===== config.mk =====
export PLATFORM = sky130hd
export DESIGN_NAME = mem_sram_ctrl
export DESIGN_NICKNAME = d
export VERILOG_FILES = /design/src/rtl/mem_sram_ctrl_pkg.sv /design/src/rtl/mem_sram_ctrl_wait_cnt.sv /design/src/rtl/mem_sram_ctrl.sv
export SDC_FILE = /design/constraint.sdc
export NUM_CORES = 1
export LEC_CHECK = 0
export CAP_MARGIN = 20
export CORE_ASPECT_RATIO = 1.1
export CORE_MARGIN = 3
export CORE_UTILIZATION = 29
export CTS_CLUSTER_DIAMETER = 30
export DETAILED_ROUTE_END_ITERATION = 7
export PLACE_DENSITY_LB_ADDON = 0.2
export SYNTH_ARGS = -nofsm -noshare
export SYNTH_HDL_FRONTEND = slang
export SYNTH_SLANG_ARGS = --single-unit

===== constraint.sdc =====
create_clock -name clk -period 2.7 [get_ports clk]
set_input_delay 0.405 -clock clk [delete_from_list [all_inputs] [get_ports clk]]
set_output_delay 0.405 -clock clk [all_outputs]
set_load 0.1 [all_outputs]

===== src/rtl/mem_sram_ctrl_pkg.sv =====
// Shared settings for the memory-stage SRAM controller: default widths,
// the SRAM window base address and the access FSM state encoding.
package mem_sram_ctrl_pkg;

  localparam int DEF_WORD_WIDTH      = 32;
  localparam int DEF_SRAM_ADDR_WIDTH = 18;
  localparam int DEF_SRAM_DATA_WIDTH = DEF_WORD_WIDTH / 2;
  localparam int DEF_BASE_ADDR       = 1024;
  localparam int DEF_WAIT_CYCLES     = 1;

  typedef enum logic [1:0] {
    IDLE = 2'd0,
    LO   = 2'd1,
    HI   = 2'd2,
    DONE = 2'd3
  } state_t;

endpackage


===== src/rtl/mem_sram_ctrl_wait_cnt.sv =====
// Per-half hold counter: clears on demand, counts while enabled and flags
// the last cycle of a half access (count == WAIT_CYCLES).
module sram_wait_cnt #(
  parameter int WAIT_CYCLES = 1
) (
  input  logic clk,
  input  logic rst,
  input  logic clear,
  input  logic en,
  output logic done
);

  localparam int CNT_W = (WAIT_CYCLES > 0) ? $clog2(WAIT_CYCLES + 1) : 1;

  logic [CNT_W-1:0] count;

  always_ff @(posedge clk) begin
    if (rst) begin
      count <= '0;
    end else if (clear) begin
      count <= '0;
    end else if (en) begin
      count <= count + CNT_W'(1);
    end
  end

  assign done = (count == CNT_W'(WAIT_CYCLES));

endmodule


===== src/rtl/mem_sram_ctrl.sv =====
// Memory stage: splits each 32-bit load/store into two 16-bit accesses on an
// asynchronous SRAM and holds the pipeline (ready low) until both complete.
module mem_sram_ctrl
  import mem_sram_ctrl_pkg::*;
#(
  parameter int WORD_WIDTH      = DEF_WORD_WIDTH,
  parameter int SRAM_ADDR_WIDTH = DEF_SRAM_ADDR_WIDTH,
  parameter int SRAM_DATA_WIDTH = DEF_SRAM_DATA_WIDTH,
  parameter int BASE_ADDR       = DEF_BASE_ADDR,
  parameter int WAIT_CYCLES     = DEF_WAIT_CYCLES
) (
  input  logic                       clk,
  input  logic                       rst,
  input  logic                       mem_read,
  input  logic                       mem_write,
  input  logic [WORD_WIDTH-1:0]      addr,
  input  logic [WORD_WIDTH-1:0]      wr_data,
  output logic [WORD_WIDTH-1:0]      read_data,
  output logic                       ready,
  output logic [SRAM_ADDR_WIDTH-1:0] sram_addr,
  output logic                       sram_we_n,
  output logic [SRAM_DATA_WIDTH-1:0] sram_dq_out,
  output logic                       sram_dq_oe,
  input  logic [SRAM_DATA_WIDTH-1:0] sram_dq_in
);

  localparam int WA_W = SRAM_ADDR_WIDTH - 1;
  localparam int HALF = SRAM_DATA_WIDTH;

  state_t          state;
  state_t          next_state;
  logic            req;
  logic            is_read;
  logic            cnt_clear;
  logic            cnt_en;
  logic            cnt_done;
  logic [WA_W-1:0] wa;

  // A simultaneous read and write is treated as a write only.
  assign req     = mem_read | mem_write;
  assign is_read = mem_read & ~mem_write;

  // Word index inside the SRAM window; out-of-range addresses simply wrap.
  assign wa = WA_W'((addr - WORD_WIDTH'(BASE_ADDR)) >> 2);

  assign ready = ((state == IDLE) && !req) || (state == DONE);

  assign cnt_clear = (next_state != state);
  assign cnt_en    = (state == LO) || (state == HI);

  sram_wait_cnt #(
    .WAIT_CYCLES(WAIT_CYCLES)
  ) u_wait_cnt (
    .clk  (clk),
    .rst  (rst),
    .clear(cnt_clear),
    .en   (cnt_en),
    .done (cnt_done)
  );

  always_ff @(posedge clk) begin
    if (rst) begin
      state <= IDLE;
    end else begin
      state <= next_state;
    end
  end

  // DONE always falls back to IDLE so a still-present request is not replayed.
  always_comb begin
    next_state = state;
    case (state)
      IDLE:    if (req) next_state = LO;
      LO:      if (cnt_done) next_state = HI;
      HI:      if (cnt_done) next_state = DONE;
      DONE:    next_state = IDLE;
      default: next_state = IDLE;
    endcase
  end

  // SRAM pins are registered from next_state so they change glitch-free
  // exactly when the FSM enters or leaves a half access.
  always_ff @(posedge clk) begin
    if (rst) begin
      sram_addr   <= '0;
      sram_we_n   <= 1'b1;
      sram_dq_oe  <= 1'b0;
      sram_dq_out <= '0;
    end else begin
      sram_addr   <= '0;
      sram_we_n   <= 1'b1;
      sram_dq_oe  <= 1'b0;
      sram_dq_out <= '0;
      if (next_state == LO) begin
        sram_addr <= {wa, 1'b0};
        if (mem_write) begin
          sram_we_n   <= 1'b0;
          sram_dq_oe  <= 1'b1;
          sram_dq_out <= wr_data[HALF-1:0];
        end
      end else if (next_state == HI) begin
        sram_addr <= {wa, 1'b1};
        if (mem_write) begin
          sram_we_n   <= 1'b0;
          sram_dq_oe  <= 1'b1;
          sram_dq_out <= wr_data[WORD_WIDTH-1:HALF];
        end
      end
    end
  end

  // Each half is sampled on its final hold cycle, once the SRAM has settled.
  always_ff @(posedge clk) begin
    if (rst) begin
      read_data <= '0;
    end else if (is_read && cnt_done) begin
      if (state == LO) begin
        read_data[HALF-1:0] <= sram_dq_in;
      end else if (state == HI) begin
        read_data[WORD_WIDTH-1:HALF] <= sram_dq_in;
      end
    end
  end

endmodule


# ---- Word level (Yosys, flattened, before mapping)
# Index checks and enable logic that the tools add are counted.
dict set report op_classes {
  add_sub_neg 2
  n_eq_ne 6
  mux 16
  bitwise_logic 4
  reduce_logical 10
}
# op n
set op_table {}
lappend op_table {{$mux W16} 4}
lappend op_table {{$mux W18} 2}
lappend op_table {{$sub A19 B11 Y19 const B} 1}
lappend op_table {{$pmux W2 S4} 1}
lappend op_table {{$eq A2 B2 Y1 const B} 3}
lappend op_table {{$mux W1} 6}
lappend op_table {{$mux W2} 3}
lappend op_table {{$eq A2 B1 Y1 const B} 2}
lappend op_table {{$reduce_or A2 Y1} 2}
lappend op_table {{$reduce_and A3 Y1} 1}
lappend op_table {{$logic_and A1 B1 Y1} 2}
lappend op_table {{$logic_not A2 Y1} 1}
lappend op_table {{$logic_or A1 B1 Y1} 2}
lappend op_table {{$ne A2 B2 Y1} 1}
lappend op_table {{$not A1 Y1} 2}
lappend op_table {{$reduce_and A2 Y1} 1}
lappend op_table {{$add A1 B1 Y1 const B} 1}
lappend op_table {{$and A1 B1 Y1} 1}
lappend op_table {{$logic_not A1 Y1} 1}
lappend op_table {{$or A1 B1 Y1} 1}
dict set report totals {
  regBits 71
  in_bits 84
  output_inout_bits 69
  wordCells 47
}

# ---- Logic depth before layout (Yosys ltp)
dict set report depth {
  depth_word 6
  ltp_mapped 8
}

# ---- By module
# Synthesis repeated with hierarchy kept, for this count alone.
dict set report unflattened {
  hier_cells 324
  hier_area_um2 2891.5
}
# module n_inst cells_per_inst area_per_inst_um2
set modules_own_cells {}
lappend modules_own_cells {mem_sram_ctrl 1 321 2852.7}
lappend modules_own_cells {sram_wait_cnt 1 3 38.8}

# ---- Worst setup path before layout
# Ideal clock, no wire load.
dict set report synth_timing {
  kind {flip-flop to output port}
  start {register state[1]}
  end {output ready}
  t_arrival_ps 1491
  required_time_ps 2295
  setup_slack_ps 804
  stages_incl_launch_ff 5
  path_buffers 0
  cell_sequence {dfxtp_1 inv_1 ha_1 nor3b_2 or2_2}
}
dict set report synth_between {
  elab_chain_len 3
  word_cells_on_any_way 4
}
# item line
set synth_lines {}
lappend synth_lines {{start: declaration} mem_sram_ctrl.sv:30} ;# state_t state;
lappend synth_lines {{start signal: assignment} mem_sram_ctrl.sv:65} ;# state <= next_state;
lappend synth_lines {{$logic_not A2 Y1} mem_sram_ctrl.sv:46} ;# assign ready = ((state == IDLE) && !req) || (state == DONE);
lappend synth_lines {{$logic_and A1 B1 Y1} mem_sram_ctrl.sv:46}
lappend synth_lines {{$logic_or A1 B1 Y1 *} mem_sram_ctrl.sv:46}
lappend synth_lines {{end: declaration} mem_sram_ctrl.sv:19} ;# output logic ready,
# Every way passes the cells marked *; elsewhere a longest branch is shown, timed or not.

# ---- Worst setup path after layout
# Ends and elaborated chain as after synthesis.

==> flow_summary.toml <==
[sta]
final_count_of_pins_violating_max_slew = 0
final-setup-viol-count = 0
finalSetupTns_ps = 0
clock_skew_ps = 13.0
max_freq_mhz = 411
finalHoldViolations = 0
slew_headroom_pct = 50.0
grt_setup_unrepaired = "false"
finalCritPeriodShare_pct = 90.1
actual_transition_at_the_worst_max_transition_pin_ps = 749
post-route-min-period_ps = 2430

[cells_and_area]
layout-area-overhead-vs-synth_pct = 52.9
layout.filler_cells = 953
final_net_count = 542
diodes = 0
post-route-util_pct = 45.9
storage_cell_area_um2 = 1420
drive_above_1_share_pct = 23.0
footprint_of_the_multi_input_gates_um2 = 1280

[cts]
cts.repair_timing.setup_buffer_count = 0
clock_tree_from_tritoncts = "yes"
cts.reportedPaths.clkPinSlew_ps = 70
clock_root_buffer_master = "sky130_fd_sc_hd__clkbuf_8"
cts_buffers = 9
clock_latency_ps = 340
cts_hold_repair.buffers = 0
cts_sinks = 71
post_cts.resized_instances = 0
clock_path_buffers = 2
ctsHtreeMaxLevel = 3

[grt]
grt_antenna_before_repair = 0
global_route_wire_length_before_repair_um = 12800
first_global_vias = 2637
total_congestion_overflow = 0
grt_start_max_net_pins = 42
track_usage_pct = 14.6

[floorplanning]
die-height_um = 110
placementRows = 37
design.die.area_um2 = 11100
initial_utilization_pct = 30.0
design.core.area_um2 = 9490
dieWidth_um = 101
io_pins = 153

[critical_path]
timing_worst_setup_path_type = "reg2out"
critical-path-max-stage-delay_ps = 560
worst_ep_required_time_ps = 2300
worst_setup_path_end_kind = "output pin"
regToRegSetupSlack_ps = 380
critical_path.startpoint_type = "flop"
critical_path_arrival_ps = 2030
worstPathMaxFanout = 9
timing.critical_path.buf_inv = 2
path_cells = "inv_1 -> ha_1 -> nor3b_2 -> or2_2 -> buf_12"
critical_path.slowest_cell = "sky130_fd_sc_hd__dfxtp_1"
cp_top_family = "flip-flops"

[synth]
syn_nets = 412
netlist-cell-type-count = 42
netlist_instances = 322
synth_seq_area_share_pct = 49.9
number_of_register_bits_inferred_by_synthesis = 71
cell_taking_the_most_area_after_synthesis = "sky130_fd_sc_hd__dfxtp_1"
synthesis.yosys.warnings = 0
post_synthesis_instance_area_um2 = 2850
synth.top_cell.area_share_pct = 49.9
syn_avg_cell_area_um2 = 8.85
ys_top_cells_by_area = "sky130_fd_sc_hd__dfxtp_1 (50%), sky130_fd_sc_hd__a21oi_1 (10%), sky130_fd_sc_hd__nand2_1 (8.7%)"

[detailed_routing]
num_vias = 2760
vias_per_cell = 4.81
route.antenna.remaining_nets = 0
drt-initial-drc-count = 152
wirelength_um = 8260
routedWlPerCell_um = 14.4
drt_first_pass_iters = 6
drc = 0

[pwr]
max-vdd-ir-drop_mv = 0.352
power.total_mw = 3.61
power.density_cell_area_nw_per_um2 = 828
p_leak_nw = 1.69

[placement]
gpl.final_weighted_congestion = 0.740
dpl.hpwl_um = 5770
portBuffers = 137

[outcome]
run_status = "completed"

[job]
cap_viol_max_count = 0

[hold_path]
min_path_type = "reg2reg"
## cell usage in the layout (no fill, tap or decap), drive strengths merged, types with 8 or more instances in the layout
master         synthesis  final
nand2                 66     66
clkdlybuf4s50          0     67
clkbuf                14      9
buf                   11     77
nand2b                 9      9
a21oi                 58     58
a211oi                 8      8
dfxtp                 71     71
nand4                 32     32
## worst min-delay path, stage by stage, from the launching register on
cell,delay [ps]
sky130_fd_sc_hd__dfxtp_1,310
sky130_fd_sc_hd__nand2_1,50
sky130_fd_sc_hd__a21oi_1,50
## cell type report
type | count | share of cell area (%)
clock buffer | 9 | 2.84
inverter | 5 | 0.431
tap | 117 | 3.36
multi-input combinational | 221 | 29.4
timing repair buffer | 144 | 29.2
clock inverter | 7 | 2.18
sequential | 71 | 32.6
## cells by family after synthesis
group | after synthesis | share of synthesized area (%)
xor+xnor | 7 | 2.15
compound gates | 76 | 15.6
flops | 71 | 49.9
buf+inv | 30 | 5.14
fa+ha+maj | 6 | 2.63
simple gates | 132 | 24.6
## flip-flops by register name, indices dropped and copies added, names as in the netlist
register	flops
read_data	32
sram_addr	18
sram_dq_out	16
state	2
sram_dq_oe	1
sram_we_n	1
u_wait_cnt.done	1
## worst paths after layout
path | end | cells after the start | from
worst max-delay path | ready | 5 | state[1]
worst max register to register | sram_addr[12] | 6 | state[1]
worst min register to register | read_data[2] | 2 | read_data[2]
worst min-delay path | read_data[2] | 2 | read_data[2]
## through the flow
stage	setup WS (ps)	cells	area, µm²	hold WS (ps)
final	267	574	4360	457
after floorplan	804	322	2850	483
after detailed placement	426	558	4140	447
after CTS	260	574	4360	458
after global routing	193	574	4360	475
after global placement	485	558	4140	444
## synthesized netlist by cell type (all sizes together)
library cell	count
a2111oi	1
a211oi	8
a21bo	1
a21boi	1
a21o	1
a21oi	58
a221oi	1
a22oi	1
and2	3
and3b	1
buf	11
clkbuf	14
dfxtp	71
ha	6
inv	5
nand2	66
nand2b	9
nand3	1
nand4	32
nor2	6
nor2b	1
nor3	6
nor3b	1
nor4	1
o21ai	1
o22ai	2
o31ai	1
or2	1
or3	1
or3b	1
or4	2
xnor2	6
xor2	1
## routing by layer
| metal | global-route usage (%) | vias to the layer above | share of wire, % |
|---|---|---|---|
| met5 | 0 | - | 0 |
| met4 | 4.91 | 0 | 1.4 |
| met3 | 4.85 | 10 | 9.4 |
| met2 | 24.2 | 113 | 46 |
| met1 | 17.8 | 1257 | 43 |
| li1 | - | 1380 | - |
## power by group
part / switching [mW] / internal [mW]
clock: 0.409 / 0.522
sequential: 0.0425 / 1.15
combinational: 1.10 / 0.386
Power figures use the tool's default switching activity.
